--- config.mk ---
export PLATFORM = sky130hd
export DESIGN_NAME = icache_direct_mapped
export DESIGN_NICKNAME = d
export VERILOG_FILES = /design/src/rtl/icache_pkg.sv /design/src/rtl/icache_line_array.sv /design/src/rtl/icache_direct_mapped.sv
export SDC_FILE = /design/constraint.sdc
export NUM_CORES = 1
export LEC_CHECK = 0
export CORE_MARGIN = 4
export CORE_UTILIZATION = 60
export CTS_CLUSTER_DIAMETER = 30
export CTS_CLUSTER_SIZE = 24
export DETAILED_ROUTE_END_ITERATION = 8
export GPL_TIMING_DRIVEN = 0
export PLACE_DENSITY = 0.8
export REMOVE_ABC_BUFFERS = 1
export SLEW_MARGIN = 20
export SYNTH_ARGS = -nofsm -noshare
export SYNTH_HDL_FRONTEND = slang
export SYNTH_SLANG_ARGS = --single-unit
--- constraint.sdc ---
create_clock -name clock -period 11.2 [get_ports clock]
set_input_delay 1.12 -clock clock [delete_from_list [all_inputs] [get_ports clock]]
set_output_delay 1.12 -clock clock [all_outputs]
set_load 0.005 [all_outputs]
--- src/rtl/icache_pkg.sv ---
// Shared types and constants for the direct-mapped instruction cache.
package icache_pkg;

    localparam int unsigned BLOCK_BYTES     = 16;
    localparam int unsigned WORD_SEL_W      = 2;
    localparam int unsigned OFFSET_W        = 4;
    localparam int unsigned WORD_W          = 32;
    localparam int unsigned WORDS_PER_BLOCK = BLOCK_BYTES / 4;

    // One cache block viewed as words; word 0 occupies bits [31:0].
    typedef logic [WORDS_PER_BLOCK-1:0][WORD_W-1:0] block_t;

    typedef enum logic [1:0] {
        IDLE     = 2'd0,
        MEM_READ = 2'd1,
        UPDATE   = 2'd2
    } state_e;

endpackage

--- src/rtl/icache_line_array.sv ---
// Line storage: valid bits with async reset and bulk invalidate, tag/data
// arrays with a combinational read port and a single synchronous write port.
module icache_line_array
    import icache_pkg::*;
#(
    parameter int unsigned LINES = 8,
    parameter int unsigned TAG_W = 25,
    parameter int unsigned IDX_W = $clog2(LINES)
) (
    input  logic             clock,
    input  logic             reset,
    input  logic [IDX_W-1:0] rd_idx_i,
    output logic             rd_valid_o,
    output logic [TAG_W-1:0] rd_tag_o,
    output block_t           rd_data_o,
    input  logic             wr_en_i,
    input  logic [IDX_W-1:0] wr_idx_i,
    input  logic [TAG_W-1:0] wr_tag_i,
    input  block_t           wr_data_i,
    input  logic             inv_all_i
);

    logic [LINES-1:0] valid_q;
    logic [TAG_W-1:0] tag_q  [LINES];
    block_t           data_q [LINES];

    // Valid bits: cleared by reset or invalidate-all, set on a line fill.
    always_ff @(posedge clock or posedge reset) begin
        if (reset) begin
            valid_q <= '0;
        end else if (inv_all_i) begin
            valid_q <= '0;
        end else if (wr_en_i) begin
            valid_q[wr_idx_i] <= 1'b1;
        end
    end

    // Tag and data storage; contents are don't-care until the line is valid.
    always_ff @(posedge clock) begin
        if (wr_en_i) begin
            tag_q[wr_idx_i]  <= wr_tag_i;
            data_q[wr_idx_i] <= wr_data_i;
        end
    end

    assign rd_valid_o = valid_q[rd_idx_i];
    assign rd_tag_o   = tag_q[rd_idx_i];
    assign rd_data_o  = data_q[rd_idx_i];

endmodule

--- src/rtl/icache_direct_mapped.sv ---
// Direct-mapped instruction cache: zero-wait hits, block refill from a
// slow instruction memory on a miss, synchronous whole-cache invalidate.
module icache_direct_mapped
    import icache_pkg::*;
#(
    parameter int unsigned LINES      = 8,
    parameter int unsigned ADDR_W     = 32,
    parameter int unsigned MEM_ADDR_W = 28
) (
    input  logic                  clock,
    input  logic                  reset,
    input  logic                  read,
    input  logic [ADDR_W-1:0]     address,
    input  logic                  flush,
    output logic [WORD_W-1:0]     instruction,
    output logic                  busywait,
    output logic                  mem_read,
    output logic [MEM_ADDR_W-1:0] mem_address,
    input  logic [127:0]          mem_readdata,
    input  logic                  mem_busywait
);

    localparam int unsigned IDX_W = $clog2(LINES);
    localparam int unsigned TAG_W = ADDR_W - OFFSET_W - IDX_W;

    state_e state_q, state_d;

    logic [WORD_SEL_W-1:0] word_sel;
    logic [IDX_W-1:0]      idx;
    logic [TAG_W-1:0]      tag;
    logic                  line_valid;
    logic [TAG_W-1:0]      line_tag;
    block_t                line_data;
    logic                  hit_c;
    logic                  fill_en;
    logic                  inv_all;
    logic                  unused_addr_bits;

    assign word_sel         = address[OFFSET_W-1:2];
    assign idx              = address[OFFSET_W+IDX_W-1:OFFSET_W];
    assign tag              = address[ADDR_W-1:OFFSET_W+IDX_W];
    assign unused_addr_bits = ^address[1:0];

    icache_line_array #(
        .LINES (LINES),
        .TAG_W (TAG_W),
        .IDX_W (IDX_W)
    ) u_lines (
        .clock      (clock),
        .reset      (reset),
        .rd_idx_i   (idx),
        .rd_valid_o (line_valid),
        .rd_tag_o   (line_tag),
        .rd_data_o  (line_data),
        .wr_en_i    (fill_en),
        .wr_idx_i   (idx),
        .wr_tag_i   (tag),
        .wr_data_i  (mem_readdata),
        .inv_all_i  (inv_all)
    );

    assign hit_c = line_valid && (line_tag == tag);

    // Word select out of the addressed line; zero whenever the lookup misses.
    always_comb begin
        instruction = '0;
        if (hit_c) begin
            instruction = line_data[word_sel];
        end
    end

    // FSM state register.
    always_ff @(posedge clock or posedge reset) begin
        if (reset) begin
            state_q <= IDLE;
        end else begin
            state_q <= state_d;
        end
    end

    // Next state and per-state outputs; memory signals decode straight from the
    // state register so reset drops them without waiting for a clock.
    always_comb begin
        state_d     = state_q;
        busywait    = 1'b0;
        mem_read    = 1'b0;
        mem_address = '0;
        fill_en     = 1'b0;
        inv_all     = 1'b0;
        case (state_q)
            IDLE: begin
                busywait = read && (!hit_c || flush);
                if (flush) begin
                    inv_all = 1'b1;
                end else if (read && !hit_c) begin
                    state_d = MEM_READ;
                end
            end
            MEM_READ: begin
                mem_read    = 1'b1;
                mem_address = MEM_ADDR_W'(address[ADDR_W-1:OFFSET_W]);
                busywait    = 1'b1;
                if (!mem_busywait) begin
                    state_d = UPDATE;
                end
            end
            UPDATE: begin
                busywait = 1'b1;
                fill_en  = 1'b1;
                state_d  = IDLE;
            end
            default: begin
                state_d = IDLE;
            end
        endcase
    end

endmodule

* Word level (Yosys, flattened, before mapping)
Memories as Yosys holds them, arrays and structs flattened. Index checks and enable logic that the tools add are counted.
Storage, ports and cells: flip-flop bits (word level) 10, RAM bits 1224, bits of input ports 165, output and inout port bits 62, word-level logic and storage cells 45, memories 2
Memory list:
- u_lines.data_q | depth 8, bits a word 128, rd ports 1, clocked after Yosys merged registers in 0, wr ports 1, RTL line icache_line_array.sv:25 | block_t data_q [LINES];
- u_lines.tag_q | depth 8, bits a word 25, rd ports 1, clocked after Yosys merged registers in 0, wr ports 1, RTL line icache_line_array.sv:24 | logic [TAG_W-1:0] tag_q [LINES];
Operators by class: order comparisons 3, equality and inequality tests 6, mux-type cells 21, bitwise operators 1, reductions and logical operators 10
Operators by type and width (number):
- binary-select mux 32 bit (select 2 bit) | 1
- two-way mux 32 bit | 2
- two-way mux 28 bit | 1
- == test 25 bit | 1
- two-way mux 8 bit | 2
- two-way mux 1 bit | 8
- OR 8 bit | 1
- two-way mux 2 bit | 3
- inequality test 2 bit, second input constant | 3
- logical AND 1 bit | 4
- < comparator 3 x 4 -> 1 bit, second input constant | 1
- one-hot mux 2 bit (2 select lines) | 1
- binary-select mux 1 bit (select 3 bit) | 1
- demux 1 bit (select 3 bit) | 1
- greater-or-equal comparator 3 x 1 -> 1 bit, second input constant | 1
- < comparator 2 x 3 -> 1 bit, second input constant | 1
- AND reduction 3 bit | 1
- == test 2 x 1 -> 1 bit, second input constant | 1
- == test 2 bit, second input constant | 1
- zero test 2 bit | 1
- one-hot mux 1 bit (2 select lines) | 1
- nonzero test 2 bit | 1
- OR reduction 2 bit | 1
- zero test 1 bit | 1
- logical OR 1 bit | 1

* Logic depth before layout (Yosys ltp)
word-level depth 8, depth in mapped cells 12, gate-level depth less buffers 8

* Modules after synthesis
From an unflattened synthesis, not the netlist that was laid out.
Second synthesis, totals: cell total of the unflattened synthesis 1982, area total of the unflattened synthesis 47971.0 sq um
By module, submodules not included:
- icache_line_array | instances 1, cells an instance 1814, area each 46298.2 sq um, seq. area each 36955.4 sq um
- icache_direct_mapped | instances 1, cells an instance 168, area each 1672.9 sq um, seq. area each 50.0 sq um

* Worst setup path after synthesis
OpenSTA, ideal clock, no wires.
path kind in2reg, start point in address[4], end point mem u_lines.data_q[3][0] (netlist bit), enable pin, library setup time 0.686 ns, data arrival time 9.160 ns, required time 10.514 ns, setup slack 1.354 ns, cell stages on the path 7, path buffers 5, cells stage by stage buf_6 -> buf_6 -> buf_6 -> buf_4 -> buf_1 -> nand2_1 -> nor2b_1
RTL lines:
- from (decl) | RTL line icache_direct_mapped.sv:13 | input logic [ADDR_W-1:0] address,
- to (decl) | RTL line icache_line_array.sv:25
No word-level cell before the write port.

* Worst setup path in the final report
start point in address[4], end point out instruction[25]
On the way: longest elaborated chain between the ends 4, elaborated cells between the ends (all ways) 9, classes of those cells eq/ne: 1; mux: 5; reduce/logical: 1; memory: 2
RTL lines:
- memory (8 x 25 bit) (tied with other cells)
- == test 25 bit (tied with other cells) | RTL line icache_direct_mapped.sv:62 | assign hit_c = line_valid && (line_tag == tag);
- logical AND 1 bit / two-way mux 32 bit (equally long branches) | RTL line icache_direct_mapped.sv:62, icache_direct_mapped.sv:68
- two-way mux 32 bit * | RTL line icache_direct_mapped.sv:67 | if (hit_c) begin
- to (decl) | RTL line icache_direct_mapped.sv:15 | output logic [WORD_W-1:0] instruction,
Mark *: on every way between the ends. The rest lies on a longest branch, timed or not. The select of a mux whose other input is x is not followed.

==> metrics.md <==
| Metric | Value |
|---|---|
| Status | `finished, final reports clean` |
| Cells along the critical path | `buf_8, buf_16, buf_16, mux4_2, mux2i_1, xor2_1, nand3_1, nor4_4, nand4_4, buf_16, buf_12, nor2_1, clkdlybuf4s50_1` |
| Fill cell count | `approximately 3,800` |
| Synth Warn # | `0` |
| Clock tree buffer depth | `3` |
| Worst Path Arrival | `slightly below 6 ns` |
| Routed length per instance | `roughly 31 um` |
| CP Launch Point | `address[4]` |
| CP Data Required Time | `between 10 and 15 ns` |
| Area leader, netlist | `edfxtp_1` |
| Routed wire length | `roughly 110 mm` |
| Final period util | `0.629` |
| Sequential fraction of the synthesis area | `0.780` |
| Nets | `~2,500` |
| GPL Wtd Cong | `0.682` |
| Clock slew at reported path FFs | `0.05 ns` |
| Total Power | `12.1 mW` |
| First-pass GRT wire length | `about 170 mm` |
| Worst-path fanout max | `50` |
| Clk sinks | `1,234` |
| CP endpoint kind | `primary output` |
| # setup viols final | `0` |
| Post-synth EDFFs | `1,224` |
| Max Cap Viol | `0` |
| Main synth FF type | `edfxtp_1` |
| Clk_lat worst skew | `~0.74 ns` |
| Cell variety after synth | `35` |
| Pre-CTS WS | `about 4.3 ns` |
| TritonCTS buffer count | `~190` |
| Worst Setup Start Kind | `input pin` |
| Setup ws final | `just over 4 ns` |
| H-tree depth | `4` |
| CTS Hold Bufs | `0` |
| PortBufs | `224` |
| Routed vias | `about 23,000` |
| Vias in the first global route | `~25,000` |
| Largest net degree at the start of global routing | `90` |
| Initial Util | `0.609` |
| Share of layout cells above drive strength 1 | `0.309` |
| Placed cell area | `around 0.053 mm2` |
| FF-to-FF Start | `u_lines.tag_q[5][3]` |
| DRC | `0` |
| Core outline area | `between 0.07 and 0.08 mm2` |
| Final hold vios | `0` |
| Sum Neg Setup Slack | `0 ns` |
| Initial DRC count | `~2,500` |
| Worst Min Path Start | `u_lines.valid_q[1]` |
| Rel. slew slack | `0.426` |
| Final Max Slew Viols | `0` |
| Area added between synthesis and finish | `25.1%` |
| Cell with the most instances after synthesis | `edfxtp_1` |
| Synth cell count leaders | `edfxtp_1 (1,224), mux4_2 (357), mux2i_1 (66)` |
| Die area | `0.0836 mm2` |
| Initial DRT Pass Iterations | `7` |
| Post-synthesis sequential element count | `~1,200` |
| Max stage delay on crit path | `roughly 0.58 ns` |
| Synth Instances | `1,955` |
| Synth area leaders | `edfxtp_1 (78%), mux4_2 (17%), mux2i_1 (1.4%)` |
| Mapped cell area | `around 0.047 mm2` |
| Hold Crit Class | `reg -> reg` |
| Syn Area/Cell | `between 20 and 25 um2` |
| DR vias/cell | `~6.4` |
| Antenna Nets Post-Route | `0` |
| Ports | `227` |
| Fmax | `~0.14 GHz` |
| Die Span X | `a little under 300 um` |
| Critical-path top delay cell | `mux4_2` |
| Maximum VDD drop | `around 140 uV` |
| GR Util All Layers | `0.273` |
| Synth async-reset ratio | `0.00810` |
| Synth top area share | `0.775` |
| CTS tree | `yes` |
| Root Driver | `clkbuf_16` |
| Pwr/cell area | `204 mW/mm2` |
| Post-DP HPWL | `just over 60 mm` |
| Final instance area | `0.0593 mm2` |
| Minimum clock period | `approximately 7.0 ns` |
| GR Overflow Total | `0` |
| CP Class | `in -> out` |
| RSZ-0062 raised after global routing | `no` |
| Worst Skew | `around 0.045 ns` |
| Pleak | `~19 nW` |
| Cell Rows | `between 100 and 150` |
| Resized Gates After CTS | `0` |
| Most frequent CP cell | `buf_16` |
| Die height | `just under 300 um` |
| Worst Max-Slew Pin Slew | `about 0.86 ns` |
| Post-CTS setup buffers | `0` |
| Antenna violations before repair | `17` |
| Hold_ws | `between 0.4 and 0.5 ns` |
sequential cells by signal, indices dropped and copies added, names as in the netlist:
name             cells
u_lines.data_q    1024
u_lines.tag_q      200
u_lines.valid_q      8
state_q              2
worst paths after layout:
path / to / slack [ns] / cells past startpoint
max: instruction[25] / 4.16 / 13
min: u_lines.valid_q[1] / 0.49 / 1
max reg2reg: state_q[1] / 8.03 / 9
min reg2reg: u_lines.valid_q[1] / 0.49 / 1
max in group asynchronous: u_lines.valid_q[1] / 10.24 / 2
min in group asynchronous: state_q[0] / 0.67 / 2
per-layer routing:
layer	track usage	up-vias	wire [um]
li1	-	9343	-
met1	0.364	12300	41400
met2	0.467	1173	58900
met3	0.0557	196	8040
met4	0.0814	16	2320
met5	0	-	106
worst max-delay path, delay by kind of cell:
family	cells	cell delay, ns
buf+inv	6	2.15
simple gates	4	1.28
mux	2	0.86
xor+xnor	1	0.32
layout by cell type, fill, tap and decap left out, types with 3 or more instances in the layout:
master           instances
edfxtp_1              1224
mux4_2                 357
clkdlybuf4s50_1        219
clkbuf_16              196
mux2i_1                 66
buf_16                  55
nor2_1                  51
buf_12                  34
clkbuf_1                30
and2_1                  29
clkinv_2                24
clkinv_1                22
clkinvlp_4              20
inv_6                   20
bufinv_16               18
clkinv_4                14
o21ai_0                 13
or3_1                   12
diode_2                 11
a22o_1                  10
dfrtp_1                 10
nand2_1                  9
o21a_1                   8
xor2_1                   8
nor2_4                   6
nand2b_1                 5
nand4_1                  5
mux2_2                   5
xnor2_1                  5
inv_16                   5
inv_8                    5
buf_8                    5
a21oi_1                  4
nand3_1                  4
inv_1                    4
nor4_4                   3
ha_1                     3
clkinv_16                3
final cells by class:
type / instances / area [um2] / share of cell area
inverter: 4 / 15.0 / 0.000253
antenna: 11 / 27.5 / 0.000464
tap: 1040 / 1300 / 0.0219
multi-input combinational: 618 / 9990 / 0.168
clock buffer: 228 / 5040 / 0.0850
timing repair buffer: 315 / 4480 / 0.0755
sequential: 1234 / 37000 / 0.624
clock inverter: 133 / 1470 / 0.0248
report_power, final:
group / internal (mW) / switching [mW]
logic: 0.410 / 0.440
registers: 5.29 / 0.0556
clock network: 3.69 / 2.19
total: 9.39 / 2.69
stage by stage:
stage	std cells	utilization
after detailed placement	3211	0.678
after global placement	3120	0.648
final	3583	0.762
after floorplan	1856	-
after CTS	3572	0.762
after global routing	3576	0.762
cell families (layout without fill, tap and decap cells):
kind of cell	Yosys count	in the layout	synth area share
mux	428	428	0.185
fa+ha+maj	4	4	0.00106
other cells	0	11	0
simple gates	130	130	0.0149
flops	1234	1234	0.780
buf+inv	103	680	0.0105
xor+xnor	13	13	0.00240
compound gates	43	43	0.00617
Power figures use the tool's default switching activity.
